## src/rtl/la_lane_mux_wb.sv

```systemverilog
// la_lane_mux_wb: Wishbone-controlled per-lane LA source selector with
// source-switch blanking and a snapshot of the registered LA word.
module la_lane_mux_wb #(
    parameter int          NUM_TEAMS    = 12,
    parameter int          LA_WIDTH     = 128,
    parameter int          LANE_WIDTH   = 32,
    parameter int          BLANK_CYCLES = 2,
    parameter logic [31:0] BASE_ADDR    = 32'h3000_0000
) (
    input  logic                wb_clk_i,
    input  logic                wb_rst_i,
    input  logic                wbs_stb_i,
    input  logic                wbs_cyc_i,
    input  logic                wbs_we_i,
    input  logic [3:0]          wbs_sel_i,
    input  logic [31:0]         wbs_adr_i,
    input  logic [31:0]         wbs_dat_i,
    output logic                wbs_ack_o,
    output logic [31:0]         wbs_dat_o,
    input  logic [LA_WIDTH-1:0] designs_la_data_out [NUM_TEAMS:0],
    output logic [LA_WIDTH-1:0] la_data_out
);
    localparam int SW = $clog2(NUM_TEAMS + 1);
    localparam int NL = LA_WIDTH / LANE_WIDTH;
    localparam int NS = LA_WIDTH / 32;
    localparam int BW = BLANK_CYCLES > 0 ? $clog2(BLANK_CYCLES + 1) : 1;
    localparam logic [BW-1:0] BLOAD = BW'(BLANK_CYCLES);

    logic                ack_q;
    logic [31:0]         dat_q, dat_d;
    logic                en_q, en_d, pend_q, pend_d, valid_q, valid_d;
    logic [LA_WIDTH-1:0] la_q, la_d, snap_q, snap_d;
    logic [SW-1:0]       sel_q [NL];
    logic [SW-1:0]       sel_d [NL];
    logic [BW-1:0]       blank_q [NL];
    logic [BW-1:0]       blank_d [NL];
    logic                req, hit, wr, wsel_ok, any_blank;
    logic [5:0]          w;
    logic [SW-1:0]       wsel;
    logic                unused_bits;

    assign req     = wbs_stb_i & wbs_cyc_i & ~ack_q;
    assign hit     = wbs_adr_i[31:8] == BASE_ADDR[31:8];
    assign w       = wbs_adr_i[7:2];
    assign wr      = req & hit & wbs_we_i & wbs_sel_i[0];
    assign wsel    = wbs_dat_i[SW-1:0];
    assign wsel_ok = wsel <= SW'(NUM_TEAMS);
    assign unused_bits = ^{wbs_sel_i[3:1], wbs_adr_i[1:0], wbs_dat_i, BASE_ADDR[7:0]};

    always_comb begin
        en_d      = en_q;
        pend_d    = 1'b0;
        valid_d   = pend_q ? 1'b1 : valid_q;
        any_blank = 1'b0;
        la_d      = '0;
        dat_d     = '0;
        if (wr && w == 6'd8) begin
            en_d    = wbs_dat_i[0];
            pend_d  = wbs_dat_i[1];
            valid_d = (wbs_dat_i[1] | wbs_dat_i[2]) ? 1'b0 : valid_d;
        end
        for (int i = 0; i < NL; i++) begin
            any_blank = any_blank | (blank_q[i] != '0);
            la_d[i*LANE_WIDTH +: LANE_WIDTH] = (en_q && blank_q[i] == '0) ?
                designs_la_data_out[sel_q[i]][i*LANE_WIDTH +: LANE_WIDTH] : '0;
            sel_d[i]   = sel_q[i];
            blank_d[i] = blank_q[i] != '0 ? blank_q[i] - BW'(1) : '0;
            // Only a real source change restarts the blank window
            if (wr && w == 6'(i) && wsel_ok && wsel != sel_q[i]) begin
                sel_d[i]   = wsel;
                blank_d[i] = BLOAD;
            end
            dat_d = (w == 6'(i)) ? 32'(sel_q[i]) : dat_d;
        end
        for (int k = 0; k < NS; k++)
            dat_d = (w == 6'(16 + k)) ? snap_q[k*32 +: 32] : dat_d;
        dat_d  = (w == 6'd8) ? {31'b0, en_q} : dat_d;
        dat_d  = (w == 6'd9) ? {30'b0, any_blank, valid_q} : dat_d;
        dat_d  = (req && hit && !wbs_we_i) ? dat_d : '0;
        snap_d = pend_q ? la_d : snap_q;
    end

    always_ff @(posedge wb_clk_i) begin
        if (wb_rst_i) begin
            ack_q   <= 1'b0;
            dat_q   <= '0;
            en_q    <= 1'b1;
            pend_q  <= 1'b0;
            valid_q <= 1'b0;
            la_q    <= '0;
            snap_q  <= '0;
            for (int i = 0; i < NL; i++) begin
                sel_q[i]   <= '0;
                blank_q[i] <= '0;
            end
        end else begin
            ack_q   <= req;
            dat_q   <= dat_d;
            en_q    <= en_d;
            pend_q  <= pend_d;
            valid_q <= valid_d;
            la_q    <= la_d;
            snap_q  <= snap_d;
            for (int i = 0; i < NL; i++) begin
                sel_q[i]   <= sel_d[i];
                blank_q[i] <= blank_d[i];
            end
        end
    end

    assign wbs_ack_o   = ack_q;
    assign wbs_dat_o   = dat_q;
    assign la_data_out = la_q;
endmodule

```

## config.mk

```make
export PLATFORM = sky130hd
export DESIGN_NAME = la_lane_mux_wb
export DESIGN_NICKNAME = d
export VERILOG_FILES = /design/src/rtl/la_lane_mux_wb.sv
export SDC_FILE = /design/constraint.sdc
export NUM_CORES = 1
export LEC_CHECK = 0
export BUFFER_PORTS_ARGS = -buffer_cell sky130_fd_sc_hd__buf_2
export CAP_MARGIN = 10
export CORE_AREA = 2 2 731 733
export CTS_BUF_LIST = sky130_fd_sc_hd__clkbuf_2 sky130_fd_sc_hd__clkbuf_4 sky130_fd_sc_hd__clkbuf_8
export DETAILED_ROUTE_END_ITERATION = 8
export DIE_AREA = 0 0 733 735
export GPL_TIMING_DRIVEN = 0
export HOLD_SLACK_MARGIN = 0.15
export PLACE_DENSITY = 0.3
export SKIP_CTS_REPAIR_TIMING = 1
export SYNTH_ARGS = -nofsm -noshare
export SYNTH_HDL_FRONTEND = slang
export SYNTH_SLANG_ARGS = --single-unit
```

## constraint.sdc

```tcl
create_clock -name wb_clk_i -period 3.2 [get_ports wb_clk_i]
set_input_delay 0.48 -clock wb_clk_i [delete_from_list [all_inputs] [get_ports wb_clk_i]]
set_output_delay 0.48 -clock wb_clk_i [all_outputs]
set_load 0.05 [all_outputs]
```

==> summary.txt <==
Run status
  – Status: finished, violations left
  – Failing checks: setup timing

Global routing
  – Antenna violations before repair: 363
  – Vias in the first global route: 32.4k
  – Met2 usage in global routing: 0.224
  – Global route hottest layer: met2
  – First-pass GRT wire length: 456 mm
  – Gr ovfl total: 0
  – GR Util met3: 0.0594
  – Pin count of the biggest net entering global routing: 14
  – Met1 Usage GRT: 0.160
  – GR Util All Layers: 0.138

Pwr
  – Leakage: 0.0173 uW
  – P_int: 9950 uW
  – Part of the power in combinational logic: 0.225
  – Flop pwr share: 0.272
  – Worst vdd ir: 259 uV
  – PD cells: 314 mW/mm^2
  – P_sw: 4960 uW
  – Clock network fraction of design power: 0.504
  – Switching share of power: 0.333

Timing
  – Slew HR: 0.0570
  – Worst Max-Slew Pin Slew: 1.41 ns
  – Final period utilization: 1.02
  – Max Slew Vio Count: 0
  – Clk_skew: 0.0969 ns
  – F_max: 0.305 GHz
  – Final setup violating endpoints: 9
  – Period minus WS final: 3.28 ns
  – Setup_tns: -0.281 ns
  – Slack of the critical path: -0.0785 ns
  – Final Hold Vio Count: 0

Place
  – # port buffers: 1859
  – DP Wirelength: 359 mm
  – Gpl congestion: 0.943

Drt
  – Routed len/inst: 32.8 um
  – Avg Vias per Cell: 2.81
  – Final antenna-violating net count: 0
  – Drt pass-1 iters: 8
  – DRC viols: 0
  – Drt total wl: 390 mm
  – DR vias: 33.5k
  – Drt initial violations: 2242

Synth
  – Post-synthesis cell count: 2425
  – EDFF count, synth: 0
  – #FFs+latches synth: 316
  – Synth warn: 0
  – Asr flop ratio synth: 0
  – Sequential share of the synthesized area: 0.272
  – Mapped cell area: 0.0232 sq mm
  – Main synth FF type: dfxtp_1
  – Yosys cell types: 53
  – Syn Nets: 4162
  – Synth Area per Inst: 9.58 sq um

Layout
  – Area growth syn-to-layout: 104%
  – Register area: 0.00633 sq mm
  – Multi-input logic area: 0.0161 sq mm
  – Most frequent cells in the layout: 1906 x buf_2, 514 x mux2i_1, 312 x dfxtp_1, 276 x dlygate4sd3_1, 162 x a21oi_1
  – Fill count: 62.6k
  – Share of layout cells above drive strength 1: 0.496
  – Fin util: 0.0894
  – Final net count: 6425
  – Most common cell after layout, fill and taps aside: buf_2

Clock tree
  – CTS tree: built
  – CTS sink count: 316
  – Clock Tree Root: clkbuf_8
  – CTS Buf Count: 88
  – CTS Buffer Depth: 4
  – # H-tree levels: 3
  – Clk_lat worst skew: 0.97 ns
  – Clock Pin Slew Worst Setup and Hold Paths: 0.06 ns

Setup path
  – Slowest-stage cell, CP: clkbuf_1
  – Worst EP arrival: 4.15 ns
  – Worst-path maximum fanout: 10
  – CP endpoint kind: flop
  – Slowest cell delay on critical path: 0.93 ns
  – Worst path required time: 4.07 ns
  – Crit path cell chain: inv_1 > nor4b_2 > clkbuf_1 > a21oi_1 > nand2_1 > and2_1
  – Worst r2r src: sel_q[1][2]
  – Crit path from: sel_q[1][2]
  – CP Launch Type: flop
  – CP Class: flop to flop

Die
  – Row cnt: 268
  – Die Ht: 735 um
  – Chip width: 733 um
  – Die area: 0.539 sq mm
  – CORE AREA: 0.531 sq mm
  – I/O pins: 1898
  – Initial Util: 0.0437

Worst hold path
  – HP Class: primary input to flop
  – Min-delay src: designs_la_data_out[1569]

Job
  – Max Cap Violations: 0
path summary, 6_finish.rpt:
path | to | cells after the start | slack, ns
max reg2reg | la_data_out[52] | 6 | -0.08
max | la_data_out[52] | 6 | -0.08
min | snap_q[33] | 4 | 0.14
min reg2reg | snap_q[81] | 1 | 0.48
stage by stage:
step	total power, uW	cell area, sq um	hold WS (ns)	worst slack, ns	cells
finish	14900	47500	0.141	-0.0785	11900
CTS	15200	44100	-0.368	-1.24	11500
global route	15700	47300	0.150	-0.00377	11800
global placement	7190	41300	0.462	-2.75	11300
floorplan	5040	23200	0.426	0.954	2425
detailed placement	7210	41900	0.466	-1.50	11300
state kept, by name (all words and copies together) (netlist names):
| register | flops |
|---|---|
| wbs_ack_o | 1 |
| valid_q | 1 |
| sel_q | 16 |
| wbs_dat_o | 32 |
| en_q | 1 |
| la_data_out | 128 |
| snap_q | 128 |
| pend_q | 1 |
| blank_q | 8 |
per-layer routing:
| layer | up-vias | part of all wire |
|---|---|---|
| li1 | 14300 | - |
| met1 | 16000 | 0.40 |
| met2 | 2349 | 0.45 |
| met3 | 742 | 0.10 |
| met4 | 102 | 0.044 |
| met5 | - | 0.0019 |
synthesized netlist by cell type, drive strengths merged, types with 2 or more instances:
| cell type | n | area, sq um |
|---|---|---|
| nand2b | 15 | 93.8 |
| a21oi | 170 | 851 |
| nor2b | 22 | 138 |
| mux2 | 2 | 22.5 |
| a41oi | 3 | 26.3 |
| nand3b | 24 | 180 |
| clkbuf | 173 | 679 |
| nor2 | 22 | 82.6 |
| o211ai | 6 | 45.0 |
| mux4 | 131 | 2950 |
| or3b | 4 | 35.0 |
| nand4 | 2 | 12.5 |
| nand3 | 40 | 213 |
| nor3 | 9 | 45.0 |
| o21ai | 116 | 581 |
| and2 | 98 | 613 |
| nand2 | 142 | 538 |
| mux2i | 528 | 5290 |
| or2b | 6 | 51.3 |
| a32oi | 17 | 149 |
| a221oi | 114 | 998 |
| or4 | 2 | 18.8 |
| a22o | 111 | 972 |
| and3 | 4 | 25.0 |
| o22ai | 109 | 682 |
| or2 | 2 | 15.0 |
| xnor2 | 16 | 140 |
| buf | 81 | 392 |
| or3 | 2 | 12.5 |
| nor4b | 8 | 100 |
| a22oi | 108 | 811 |
| nor4 | 7 | 43.8 |
| o21a | 2 | 15.0 |
| inv | 6 | 22.5 |
| dfxtp | 316 | 6330 |
layout make-up:
class,instances,share of cell area
timing repair buffer,2175,0.265
clock buffer,114,0.0315
multi-input combinational,1848,0.338
sequential,316,0.133
antenna,128,0.00674
clock inverter,42,0.0147
buffer,253,0.0250
tap,7020,0.185
inverter,6,0.000474
cell families (layout without fill, tap and decap cells):
family,Yosys count,count (layout),share of synthesized area
xor gates and xnor gates,16,16,0.00603
other,0,128,0
and+or+nand+nor,412,412,0.0967
muxes,661,661,0.355
AOI/OAI and AO/OA,759,759,0.222
DFF,316,316,0.272
buffers and inverters,261,2590,0.0474
critical path, delay by kind of cell (launching register included):
family	cells	cell delay [ns]
flip-flops	1	0.64
AO/OA/AOI/OAI	1	0.18
AND/OR/NAND/NOR	3	1.15
buffers and inverters	2	1.22
power groups by stage:
stage	combinational, uW	clock, uW	sequential, uW
finish	3350	7510	4050
global route	3540	8060	4050
CTS	3090	8020	4050
detailed placement	3080	0	4130
global placement	3060	0	4130
floorplan	593	0	4440
No activity file was read; power rests on OpenSTA's default activity.
